[src/rtl/counter_step_checker_step_predictor.sv]
// Combinational next-value predictor for the even/odd up/down counter.
module step_predictor #(
  parameter int WIDTH = 4,
  parameter int STEP  = 2
) (
  input  logic             load,
  input  logic             mode,
  input  logic [WIDTH-1:0] data_in,
  input  logic [WIDTH-1:0] data_out,
  output logic [WIDTH-1:0] pred,
  output logic             wrap
);

  localparam logic [WIDTH-1:0] STEP_V = WIDTH'(STEP);
  localparam logic [WIDTH-1:0] UP_LIM = WIDTH'((1 << WIDTH) - STEP);

  // Load wins over direction; arithmetic wraps naturally in WIDTH bits.
  always_comb begin
    pred = data_in;
    wrap = 1'b0;
    if (!load) begin
      if (mode) begin
        pred = data_out + STEP_V;
        wrap = (data_out >= UP_LIM);
      end else begin
        pred = data_out - STEP_V;
        wrap = (data_out < STEP_V);
      end
    end
  end

endmodule

[config.mk]
export PLATFORM = sky130hd
export DESIGN_NAME = step_predictor
export DESIGN_NICKNAME = d
export VERILOG_FILES = /design/src/rtl/counter_step_checker_step_predictor.sv
export SDC_FILE = /design/constraint.sdc
export NUM_CORES = 1
export LEC_CHECK = 0
export ABC_AREA = 0
export CORE_AREA = 2 2 39 41
export DETAILED_ROUTE_END_ITERATION = 7
export DIE_AREA = 0 0 41 43
export PLACE_DENSITY_LB_ADDON = 0.1
export SYNTH_ARGS = -nofsm -noshare
export SYNTH_HDL_FRONTEND = slang
export SYNTH_SLANG_ARGS = --single-unit
[constraint.sdc]
create_clock -name vclk -period 1.1
set_input_delay 0.165 -clock vclk [all_inputs]
set_output_delay 0.165 -clock vclk [all_outputs]
set_load 0.02 [all_outputs]
==> results by group <==
Final layout
  • Register area: 0 um2
  • Final nets: 50
  • CLK BUF: 0
  • Area of the multi-input gates: 146.4 um2
  • Diode count: 0
  • Filler instances: 153
  • Syn-to-layout area delta: 201.1%
  • Layout cells sized above 1: 52.78%
  • Num sequential: 0

STA
  • Max_slew headroom: 89.43%
  • RSZ-0062 raised after global routing: yes
  • Fmax: 0.7812 GHz
  • Worst slew pin tran: 0.1541 ns
  • Fin crit share: 116.4%
  • Post-route setup slack: -0.1800 ns
  • # setup viols final: 3
  • Slew Limit Fails: 0
  • Fin crit period: 1.280 ns
  • WHS: 0.7195 ns
  • Final number of hold-violating endpoints: 0

Floorplanning
  • I/O Pins: 15
  • Core Rows: 14
  • Core box area: 1384 um2
  • Die H: 43 um
  • Area of the die: 1763 um2
  • Initial cell density of the core: 8.590%
  • Die Width: 41 um

GRT
  • Number of global-route vias before repair: 170
  • Largest net degree at the start of global routing: 7
  • GR met2 Demand/Resource: 7.500%
  • First-pass GRT wire length: 641 um
  • Met1 Use GR: 7.278%
  • Gr ovfl total: 0
  • M3 GR Usage: 0%
  • Initial antenna violation count: 0
  • Total GRT Usage: 4.695%
  • Gr busiest metal: met2

Power
  • Pwr Total: 143.3 uW
  • Worst vdd rail ir drop: 0.0001151 V
  • Leakage: 0.1713 nW
  • PD cells: 400.4 nW/um2
  • Seq pwr share: 0%
  • Switch Pwr: 61.03 uW
  • Power share of the combinational group: 100.0%
  • Sw frac: 42.60%
  • Clk pwr share: 0%
  • Cell Int Power: 82.24 uW

Synth
  • Syn Nets: 28
  • Synthesis Warnings: 0
  • Mux cell area share after synthesis: 27.37%
  • Syn Inst Count: 16
  • Synth Area in Adders: 21.05%
  • Largest area contributor in the netlist: ha_1
  • Sequential share of the synthesized area: 0%
  • Syn Area/Cell: 7.429 um2
  • Ranking of synthesized cells by area: ha_1, mux2_2, xor2_1, mux2i_1, o21ai_0
  • Xor-xnor portion of the synthesized cell area: 14.74%
  • Largest family of logic cells by synthesized area: multiplexers
  • Synth top area share: 21.05%
  • Simple-gate share of the synthesized area: 17.89%
  • Synth Area in Compound Gates: 12.63%
  • Post-Syn Area: 118.9 um2
  • Netlist cell types: 10

Route
  • Starting DRC count in detailed routing: 0
  • DRC violations left: 0
  • DR WL/cell: 8.154 um
  • Routed vias: 190
  • Vias per std cell: 3.654
  • Pre-antenna DRT Iters: 1
  • Detail Route Antenna Nets: 0
  • Final WL: 424 um

Critical path
  • Worst Setup End Kind: output port
  • Maximum net fanout on the critical path: 3
  • Req. time, crit path: 0.94 ns
  • Crit start category: primary input
  • Critical Path AT: 1.12 ns
  • Critical path class: primary input to output port

Placement
  • IO buf count: 15
  • Dpl hpwl: 354.9 um
  • GPL Wtd Cong: 0.5855

Run
  • Max Cap Violations: 0

Status
  • Status: finished with violations
  • Failing checks: negative setup slack

Clock network
  • Post-CTS setup buffers: 0
  • CTS Hold Buffers Added: 0

Worst hold path
  • Min-Delay Path Class: primary input to output port
[cells by family after synthesis]
group,Yosys count
AND/OR/NAND/NOR,4
AO/OA/AOI/OAI,3
multiplexers,3
XOR/XNOR,2
adder cells (fa/ha/maj),2
buffers and inverters,2
[timing repair]
item / in CTS / in global routing
pin swaps: 4 / 4
gates resized for setup: 53 / 2
setup endpoints to repair: 5 / 3
[placed cells by master (no fill, tap or decap)]
| cell | count |
|---|---|
| ha_1 | 1 |
| or4_4 | 1 |
| clkdlybuf4s15_2 | 1 |
| mux2_4 | 2 |
| o21ai_1 | 2 |
| buf_2 | 1 |
| nand4_1 | 1 |
| mux2i_1 | 1 |
| buf_6 | 6 |
| buf_4 | 6 |
| xor2_1 | 2 |
| nand2_1 | 2 |
| clkdlybuf4s50_1 | 2 |
| inv_1 | 2 |
| a21oi_4 | 1 |
| ha_4 | 1 |
| dlygate4sd2_1 | 4 |
[area by class of cell]
class	instances	area share (%)
multi-input combinational	14	40.91
timing repair buffer	20	51.40
tap	16	5.594
inverter	2	2.098
[worst max-delay path: stages]
cell,delay (ns)
buf_6,0.09
buf_6,0.11
or4_4,0.49
a21oi_4,0.13
buf_6,0.13
[metal layers]
| layer | part of all wire (%) | vias to the layer above | routed length (um) |
|---|---|---|---|
| li1 | - | 99 | - |
| met1 | 46 | 84 | 193 |
| met2 | 47 | 7 | 200 |
| met3 | 7.1 | 0 | 30 |
| met4 | 0 | 0 | 0 |
| met5 | 0 | - | 0 |
[metrics by stage]
step / cell area [um2] / worst slack, ns / TNS [ns] / util, % / cells
floorplan: 133.9 / -0.03116 / -0.03116 / - / 16
finish: 357.8 / -0.1800 / -0.4079 / 25.86 / 52
global route: 357.8 / -0.2025 / -0.5344 / 25.86 / 52
detailed placement: 341.6 / -0.9997 / -4.429 / 24.68 / 52
CTS: 345.3 / -0.2057 / -0.4951 / 24.95 / 52
global placement: 341.6 / -1.001 / -4.419 / 24.68 / 52
[final timing paths]
path	slack, ns	to	cells after the start	from
worst max-delay path	-0.18	wrap	5	data_out[1]
worst min-delay path	0.72	wrap	4	mode
[power by group through the flow]
stage | clock network, mW | registers (mW) | logic (mW)
2_1_floorplan | 0 | 0 | 0.0515
3_3_place_gp | 0 | 0 | 0.143
3_5_place_dp | 0 | 0 | 0.142
4_1_cts | 0 | 0 | 0.142
5_1_grt | 0 | 0 | 0.154
6_report | 0 | 0 | 0.143
Note: power is estimated with default switching activity, not from simulation.
